[config.mk]
export PLATFORM = sky130hd
export DESIGN_NAME = tape_reader_dev_flat
export DESIGN_NICKNAME = d
export VERILOG_FILES = /design/src/rtl/tape_reader_dev_if.sv /design/src/rtl/tape_reader_dev.sv /design/src/flat_wrapper.sv
export SDC_FILE = /design/constraint.sdc
export NUM_CORES = 1
export LEC_CHECK = 0
export ABC_AREA = 1
export CAP_MARGIN = 25
export CORE_UTILIZATION = 30
export CTS_CLUSTER_DIAMETER = 30
export DETAILED_ROUTE_END_ITERATION = 10
export GPL_TIMING_DRIVEN = 0
export PLACE_DENSITY_LB_ADDON = 0.08
export SYNTH_ARGS = -nofsm -noshare
export SYNTH_HDL_FRONTEND = slang
export SYNTH_SLANG_ARGS = --single-unit
[constraint.sdc]
create_clock -name clk -period 2.9 [get_ports clk]
set_clock_uncertainty 0.2 [all_clocks]
set_input_delay 0.725 -clock clk [delete_from_list [all_inputs] [get_ports clk]]
set_output_delay 0.725 -clock clk [all_outputs]
set_load 0.1 [all_outputs]
[src/rtl/tape_reader_dev_if.sv]
// rtl/tape_reader_dev_if.sv - host symbol stream and I/O-unit handshake bundle for the tape reader
interface tape_reader_dev_if;
  logic       host_val;
  logic       host_rdy;
  logic [4:0] host_data;
  logic       input_rdy_from_io;
  logic       input_val_to_io;
  logic [4:0] input_data_to_io;

  modport master (
    output host_val, host_data, input_rdy_from_io,
    input  host_rdy, input_val_to_io, input_data_to_io
  );

  modport slave (
    input  host_val, host_data, input_rdy_from_io,
    output host_rdy, input_val_to_io, input_data_to_io
  );
endinterface

[src/rtl/tape_reader_dev.sv]
// rtl/tape_reader_dev.sv - photo-tape reader model: symbol FIFO feeding the I/O unit via a 4-phase handshake
// SENT_INIT only moves the power-on value of the delivered-symbol counter.
module tape_reader_dev #(
  parameter int          DEPTH_LOG2 = 4,
  parameter int          GAP_CYCLES = 8,
  parameter logic [15:0] SENT_INIT  = 16'h0000
) (
  input  logic                  clk,
  input  logic                  resetn,
  tape_reader_dev_if.slave      bus,
  input  logic                  flush_from_pnl,
  output logic [DEPTH_LOG2:0]   fifo_count_to_pnl,
  output logic                  end_seen_to_pnl,
  output logic [15:0]           sent_count_to_pnl
);

  localparam int                DEPTH    = 1 << DEPTH_LOG2;
  localparam logic [DEPTH_LOG2:0] FULL   = DEPTH[DEPTH_LOG2:0];
  localparam logic [15:0]       GAP_LAST = (GAP_CYCLES == 0) ? 16'd0 : 16'(GAP_CYCLES - 1);

  typedef enum logic [3:0] {
    S_IDLE  = 4'b0001,
    S_OFFER = 4'b0010,
    S_VAL   = 4'b0100,
    S_GAP   = 4'b1000
  } state_t;

  state_t                state, state_nx;
  logic [4:0]            mem [DEPTH];
  logic [DEPTH_LOG2-1:0] wr_ptr, rd_ptr;
  logic [DEPTH_LOG2:0]   count;
  logic [4:0]            data_q;
  logic                  val_q;
  logic                  end_seen_q;
  logic [15:0]           sent_q;
  logic [15:0]           gap_cnt;
  logic                  flush_pend;

  logic fifo_open, push, deliver, clear, load, flush_req, data_is_end;

  assign fifo_open   = (count < FULL);
  assign push        = bus.host_val && fifo_open && !flush_from_pnl;
  assign flush_req   = flush_from_pnl || flush_pend;
  assign data_is_end = ((data_q & 5'b10111) == 5'b00111);

  always_ff @(posedge clk or negedge resetn) begin
    if (!resetn) state <= S_IDLE;
    else         state <= state_nx;
  end

  // A flush seen during VAL never aborts the handshake; it takes effect when rdy drops.
  always_comb begin
    state_nx = state;
    deliver  = 1'b0;
    clear    = 1'b0;
    load     = 1'b0;
    case (state)
      S_IDLE: begin
        if (flush_from_pnl) begin
          clear = 1'b1;
        end else if (count != '0) begin
          state_nx = S_OFFER;
          load     = 1'b1;
        end
      end
      S_OFFER: begin
        if (flush_from_pnl) begin
          clear    = 1'b1;
          state_nx = S_IDLE;
        end else if (bus.input_rdy_from_io) begin
          state_nx = S_VAL;
        end
      end
      S_VAL: begin
        if (!bus.input_rdy_from_io) begin
          deliver = 1'b1;
          if (flush_req) begin
            clear    = 1'b1;
            state_nx = S_IDLE;
          end else begin
            state_nx = S_GAP;
          end
        end
      end
      S_GAP: begin
        if (flush_from_pnl) begin
          clear    = 1'b1;
          state_nx = S_IDLE;
        end else if (gap_cnt == GAP_LAST) begin
          state_nx = S_IDLE;
        end
      end
      default: state_nx = S_IDLE;
    endcase
  end

  always_ff @(posedge clk) begin
    if (push) mem[wr_ptr] <= bus.host_data;
  end

  always_ff @(posedge clk or negedge resetn) begin
    if (!resetn) begin
      wr_ptr <= '0;
      rd_ptr <= '0;
      count  <= '0;
    end else if (clear) begin
      wr_ptr <= '0;
      rd_ptr <= '0;
      count  <= '0;
    end else begin
      if (push)    wr_ptr <= wr_ptr + 1'b1;
      if (deliver) rd_ptr <= rd_ptr + 1'b1;
      count <= count + {{DEPTH_LOG2{1'b0}}, push} - {{DEPTH_LOG2{1'b0}}, deliver};
    end
  end

  always_ff @(posedge clk or negedge resetn) begin
    if (!resetn) begin
      val_q      <= 1'b0;
      data_q     <= 5'd0;
      end_seen_q <= 1'b0;
      sent_q     <= SENT_INIT;
      gap_cnt    <= 16'd0;
      flush_pend <= 1'b0;
    end else begin
      val_q      <= (state_nx == S_VAL);
      gap_cnt    <= (state == S_GAP) ? gap_cnt + 16'd1 : 16'd0;
      flush_pend <= (state == S_VAL) && !deliver && flush_req;
      if (load)    data_q <= mem[rd_ptr];
      if (deliver) sent_q <= sent_q + 16'd1;
      // Clearing has priority so a flushed end symbol leaves end_seen low.
      if (clear)                       end_seen_q <= 1'b0;
      else if (deliver && data_is_end) end_seen_q <= 1'b1;
    end
  end

  assign bus.host_rdy         = fifo_open;
  assign bus.input_val_to_io  = val_q;
  assign bus.input_data_to_io = data_q;
  assign fifo_count_to_pnl    = count;
  assign end_seen_to_pnl      = end_seen_q;
  assign sent_count_to_pnl    = sent_q;

endmodule

[src/flat_wrapper.sv]
// flat-port wrapper written by rule: the top's interface ports become plain ports
module tape_reader_dev_flat 
#(
  parameter int          DEPTH_LOG2 = 4,
  parameter int          GAP_CYCLES = 8,
  parameter logic [15:0] SENT_INIT  = 16'h0000
)
  (clk, resetn, flush_from_pnl, fifo_count_to_pnl, end_seen_to_pnl, sent_count_to_pnl, bus_host_val, bus_host_data, bus_input_rdy_from_io, bus_host_rdy, bus_input_val_to_io, bus_input_data_to_io);
  tape_reader_dev_if bus_i ();
  input  logic clk;
  input  logic resetn;
  input  logic flush_from_pnl;
  output logic [DEPTH_LOG2:0] fifo_count_to_pnl;
  output logic end_seen_to_pnl;
  output logic [15:0] sent_count_to_pnl;
  input wire logic [$bits(bus_i.host_val)-1:0] bus_host_val;
  input wire logic [$bits(bus_i.host_data)-1:0] bus_host_data;
  input wire logic [$bits(bus_i.input_rdy_from_io)-1:0] bus_input_rdy_from_io;
  output wire logic [$bits(bus_i.host_rdy)-1:0] bus_host_rdy;
  output wire logic [$bits(bus_i.input_val_to_io)-1:0] bus_input_val_to_io;
  output wire logic [$bits(bus_i.input_data_to_io)-1:0] bus_input_data_to_io;
  assign bus_i.host_val = bus_host_val;
  assign bus_i.host_data = bus_host_data;
  assign bus_i.input_rdy_from_io = bus_input_rdy_from_io;
  assign bus_host_rdy = bus_i.host_rdy;
  assign bus_input_val_to_io = bus_i.input_val_to_io;
  assign bus_input_data_to_io = bus_i.input_data_to_io;
  tape_reader_dev #(.DEPTH_LOG2(DEPTH_LOG2), .GAP_CYCLES(GAP_CYCLES), .SENT_INIT(SENT_INIT)) u_core (.clk(clk), .resetn(resetn), .bus(bus_i), .flush_from_pnl(flush_from_pnl), .fifo_count_to_pnl(fifo_count_to_pnl), .end_seen_to_pnl(end_seen_to_pnl), .sent_count_to_pnl(sent_count_to_pnl));
endmodule
==> flow_summary_export.csv <==
group,metric,value,unit
status,outcome,"finished clean",
timing,finalMaxSlewViolations,0,
synthesis,syn_inst,735,
clock_network,h-tree-depth,4,
clock_network,cts_made_buffers,17,
routing,dr_wl_met3,384,um
power,ir_worst_vdd,0.8593,mV
critical_path,crit_arrival,1.90,ns
routing,met2_length,7577,um
clock_network,root_buffer,"clkbuf_16",
routing,drt_wl_total,15890,um
clock_network,cts.reportedPaths.clkPinSlew,0.06,ns
critical_path,path_buf_inv,1,
min_path,worstHoldPathType,"input port to async pin",
synthesis,synthDistinctLibCells,38,
grt,track_usage,15.26,%
grt,grt-ovfl-total,0,
clock_network,tritoncts,"yes",
clock_network,clock_sink_count,137,
synthesis,syn_area_per_cell,9.077,sq um
synthesis,yosysSeqAreaShare,57.41,%
floorplanning,die-area,22840,sq um
job,drv_cap,0,
critical_path,crit_required,1.98,ns
synthesis,syn_area,6671,sq um
timing,finalSetupTns,0,ns
synthesis,synth_area_leader_cell,"edfxtp_1",
grt,grt_pass1_vias,4938,
finish,mostFrequentLayoutCells,"nand2_1 (199), inv_1 (115), nand3_1 (81)",
timing,hold_violations,0,
grt,grt_pass1_wl,25990,um
critical_path,cp_top_family,"buffers and inverters",
power,leakagePower,3.530,nW
routing,drc,0,
synthesis,netlist.area_leader.share,36.01,%
routing,drt-initial-drc-count,229,
finish,layout_commonest_cell,"nand2_1",
timing,max-slew-margin-rel,34.01,%
floorplanning,die_h,151.1,um
synthesis,yosysWarnings,0,
clock_network,worst_skew_pair.late_latency,0.42,ns
grt,antenna_found_initial,0,
place,dp_cells,1054,
routing,wl_met1,7817,um
timing,fin_crit,2.828,ns
finish,num-nets-final,817,
place,portBuffers,38,
floorplanning,rows,54,
floorplanning,fp.coreArea,21820,sq um
synthesis,syn-num-nets,759,
critical_path,worstSetupStartpointType,"register",
synthesis,synthTopCellsByArea,"edfxtp_1 (36%), dfrtp_1 (21%), nand2_1 (11%)",
clock_network,ctsHoldBuffers,0,
timing,final-setup-viol-count,0,
routing,antenna_left,0,
place,dp_hpwl,11570,um
finish,syn2layout_area_growth,19.26,%
timing,rsz0062_at_grt,"no",
finish,diodes,0,
synthesis,synth-seq-cells,137,
routing,first_pass_iters,4,
finish,stdcell_count,1086,
place,routabilityCongestion,0.8486,
routing,via_per_inst,4.506,
floorplanning,die_w,151.1,um
routing,vias,4893,
clock_network,clk_path_buf_depth,2,
critical_path,end_kind,"output port",
timing,fmax,0.3536,GHz
grt,grt_max_degree,31,
power,power-per-cell-area,782.9,nW/um^2
critical_path,crit_path_top_delay_cell,"clkdlybuf4s50_1",
critical_path,cp_cell_sequence,"clkdlybuf4s50_1",
power,power,6.229,mW
timing,fin_crit_sh,97.52,%
finish,drive_gt1_share,9.677,%
floorplanning,io_pins,39,
routing,highest_layer,"met4",
floorplanning,start_util,30.57,%
timing,worst_pin_slew,0.9937,ns
critical_path,critical-path-max-stage-delay,1.14,ns
routing,wire_per_inst,14.64,um
critical_path,cp_max_fo,1,
critical_path,critPathKind,"register to output port",
[registers in the layout, summed over array words and instances (netlist names), 4 cells and up]
signal / flops
u_core.mem: 80
u_core.gap_cnt: 16
u_core.sent_count_to_pnl: 16
u_core.bus.input_data_to_io: 5
u_core.fifo_count_to_pnl: 5
u_core.rd_ptr: 4
u_core.state: 4
u_core.wr_ptr: 4
[synth_stat cells (all sizes together)]
| library cell | n |
|---|---|
| xnor2 | 4 |
| or2 | 2 |
| nand3b | 2 |
| nand2 | 202 |
| buf | 15 |
| dfrtp | 56 |
| o22ai | 2 |
| nand3 | 85 |
| a21oi | 15 |
| o21ai | 18 |
| fa | 1 |
| edfxtp | 80 |
| nor2 | 67 |
| nor3 | 16 |
| ha | 13 |
| nor3b | 1 |
| inv | 119 |
| dfstp | 1 |
| clkbuf | 5 |
| nor4 | 1 |
| xor2 | 11 |
| o41ai | 1 |
| nand4 | 17 |
| o21a | 1 |
[logic make-up after synthesis]
family / synth area share (%)
AOI/OAI and AO/OA: 3.132
xor gates and xnor gates: 1.969
adders and majority gates: 2.738
buffers and inverters: 8.233
DFF: 57.41
and+or+nand+nor: 26.52
[final cells by class]
cell class,count,area (sq um)
buffer,19,98.84
tap,280,350.3
sequential,137,3830
multi-input combinational,459,2292
clock buffer,17,425.4
clock inverter,15,130.1
inverter,119,446.7
fill,2234,13870
timing repair buffer,40,382.9
[power by group]
part | switching, mW | total (mW) | internal, mW
Sequential | 0.144 | 2.38 | 2.23
Clock | 0.911 | 2.04 | 1.13
Combinational | 1.38 | 1.81 | 0.431
[what timing repair did]
item	in CTS	in global routing
gates resized for setup	24	5
hold endpoints to repair	0	0
cloned	0	0
setup buffers	1	0
endpoints found under the setup margin	24	5
[final timing paths]
path / cells past startpoint / to / slack (ns) / from
setup / recovery: 1 / bus_input_val_to_io / 0.07 / u_core.bus.input_val_to_io
hold / removal: 1 / u_core.gap_cnt[13] / 0.14 / resetn
setup reg to reg: 13 / u_core.fifo_count_to_pnl[4] / 0.20 / u_core.state[0]
hold reg to reg: 1 / u_core.gap_cnt[0] / 0.27 / u_core.gap_cnt[0]
max in group asynchronous: 2 / u_core.state[0] / 1.68 / resetn
min in group clk: 1 / u_core.gap_cnt[0] / 0.27 / u_core.gap_cnt[0]
[routing by layer]
metal	global-route usage [%]	vias to the layer above
met4	4.850	0
met3	2.952	8
met5	0	-
met1	20.58	2333
met2	24.61	63
li1	-	2489
[worst reg2reg max path: cells and delay by family, from the launching register on]
| kind | cells | cell delay [ns] |
|---|---|---|
| AOI/OAI and AO/OA | 1 | 0.06 |
| and+or+nand+nor | 6 | 0.49 |
| DFF | 1 | 0.55 |
| buffers and inverters | 2 | 0.20 |
| xor gates and xnor gates | 1 | 0.19 |
| adders and majority gates | 3 | 0.90 |
[metrics by stage]
stage	utilization, %	hold WS [ns]	area, sq um	worst slack (ns)
floorplan	-	0.2294	6671	0.1794
global placement	33.92	0.2533	7402	-1.095
detailed placement	33.99	0.2665	7417	-0.5940
CTS	36.43	0.1624	7950	0.003419
global route	36.46	0.1909	7956	0.01204
finish	36.46	0.1436	7956	0.07180
No activity file was read; power rests on OpenSTA's default activity.
==> edit: new RTL, same settings <==
Put one more register stage on the output `fifo_count_to_pnl`, with the module's reset. The value now appears one clock later. The other outputs are not delayed to match.
--- a/src/rtl/tape_reader_dev.sv
+++ b/src/rtl/tape_reader_dev.sv
@@ -137,7 +137,13 @@
   assign bus.host_rdy         = fifo_open;
   assign bus.input_val_to_io  = val_q;
   assign bus.input_data_to_io = data_q;
-  assign fifo_count_to_pnl    = count;
+  always_ff @(posedge clk or negedge resetn) begin
+    if (!resetn) begin
+      fifo_count_to_pnl <= '0;
+    end else begin
+      fifo_count_to_pnl <= count;
+    end
+  end
   assign end_seen_to_pnl      = end_seen_q;
   assign sent_count_to_pnl    = sent_q;
 
Behaviour: not the same (Yosys sat finds a counterexample within 4 cycles, from zero or initial values and one cycle with resetn low).
==> edit against the original RTL <==
The flow now finishes with violations (DRC). Worst hold slack improved by 0.026 ns. Setup slack improved by 0.018 ns. Critical path depth unchanged. Routed wire length increased by 2.1%. Synthesized area increased by 1.4%. Power increased by 4.5%. Largest power group unchanged. Cell area increased by 1.3%. Sequential cell count increased by 5. Critical endpoint is now fifo_count_to_pnl[2].
==> edit: results (changes against the original RTL) <==
metric;value;unit;change
status;finished with violations;;was completed
violations;DRC;;
drt-pass1-iter-count;8;;was 4
yosys.area_share.adder;2.70;%;was 2.74%
p_leak;3.60;nW;was 3.53 nW
layout-drive-gt1-share;8.33;%;was 9.68%
grt_usage;15.2;%;was 15.3%
drcViolationCount;6;;was 0
cts-htree-levels;4;;unchanged
syn-mean-instance-area;9.11;um2;was 9.08 um2
synth.distinct_cells;35;;was 38
grt_pass1_vias;5031;;was 4,938
yosys-top-cells-area;edfxtp_1 (36%), dfrtp_1 (23%), nand2_1 (11%), nand3_1 (6.3%), inv_1 (6.3%);;was edfxtp_1 (36%), dfrtp_1 (21%), nand2_1 (11%), inv_1 (6.5%), nand3_1 (6.1%)
critical-path-slowest-cell;clkdlybuf4s50_1;;unchanged
wirelength;16.2;mm;was 15.9 mm
initialDrtViolationCount;235;;was 229
antenna_found_initial;0;;unchanged
synth_compound_area_share;2.94;%;was 3.13%
nFillCells;2244;;was 2,234
async_flop_share;43.7;%;was 41.6%
drt-wirelength-per-cell;14.8;um;was 14.6 um
finalNetCount;827;;was 817
finalSetupViolCount;0;;unchanged
via_per_inst;4.53;;was 4.51
ys_seq_area_share;58.5;%;was 57.4%
grt_max_degree;63;;was 31
critPathMaxStageDelay;1.14;ns;about the same
place_inst;1061;;was 1,054
synth_enable_flop_cells;80;;unchanged
relSlewSlack;33.5;%;was 34.0%
place_ws;-0.518;ns;was -0.594 ns
ir_drop;0.368;mV;was 0.859 mV
synth.top_cells.by_count;nand2_1 (205), inv_1 (113), nand3_1 (85), edfxtp_1 (80);;was nand2_1 (199), inv_1 (115), nand3_1 (81), edfxtp_1 (80)
globalplace.congestion;0.834;;was 0.849
dp_hpwl;11.6;mm;about the same
grt_pass1_wl;26.8;mm;was 26.0 mm
synth_nets;767;;was 759
synth_xor_area_share;2.20;%;was 1.97%
edit: logic make-up (layout without fill, tap and decap cells):
logic type | count (synthesis) | count (layout)
AOI/OAI and AO/OA | 38 | 38
xor gates and xnor gates | 17 | 17
adders and majority gates | 14 | 14
DFF | 142 | 142
and+or+nand+nor | 394 | 394
buffers and inverters | 138 | 211
edit: timing repair:
action,in CTS,in global routing
endpoints found under the setup margin,23,2
buffers inserted,0,3
gates resized for setup,23,1
pin swaps,0,1
hold endpoints to repair,0,0
hold buffers,0,0
edit: metrics by stage:
stage | utilization, % | cell area [um2] | power [mW] | hold slack, ns
global placement | 34.1 | 7500 | 4.50 | 0.166
detailed placement | 34.1 | 7490 | 4.51 | 0.171
finish | 36.7 | 8060 | 6.51 | 0.170
global route | 36.7 | 8060 | 6.82 | 0.189
floorplan | - | 6770 | 3.99 | 0.154
CTS | 36.6 | 8030 | 6.59 | 0.185
edit: power breakdown:
group          internal (mW)  switching [mW]
Sequential              2.35           0.165
Combinational          0.422            1.45
Clock                   1.14           0.981
Total                   3.91            2.60
edit: layout make-up:
| class | count | area, um2 | area share [%] |
|---|---|---|---|
| Sequential cell | 142 | 3960 | 49.1 |
| Multi-Input combinational cell | 463 | 2250 | 28.0 |
| Timing Repair Buffer | 41 | 374 | 4.64 |
| Clock inverter | 15 | 143 | 1.77 |
| Tap cell | 280 | 350 | 4.35 |
| Clock buffer | 17 | 425 | 5.28 |
| Inverter | 117 | 439 | 5.45 |
| Buffer | 21 | 118 | 1.46 |
edit: final timing paths:
check	from	endpoint	slack, ns	depth (start not counted)
setup / recovery	u_core.fifo_count_to_pnl[2]	fifo_count_to_pnl[2]	0.09	1
hold / removal	resetn	u_core.gap_cnt[9]	0.17	1
setup reg to reg	u_core.state[0]	u_core.count[4]	0.19	13
hold reg to reg	u_core.count[0]	u_core.fifo_count_to_pnl[0]	0.18	0
max in group asynchronous	resetn	u_core.count[3]	1.77	1
min in group clk	u_core.count[0]	u_core.fifo_count_to_pnl[0]	0.18	0
edit: metal layers:
metal	part of all wire (%)	wire [um]	track usage [%]	up-vias
met4	2.2	357	6.71	0
li1	-	-	-	2500
met1	47	7660	19.3	2346
met5	0	0	0	-
met2	47	7690	24.7	92
met3	3.2	522	3.44	23
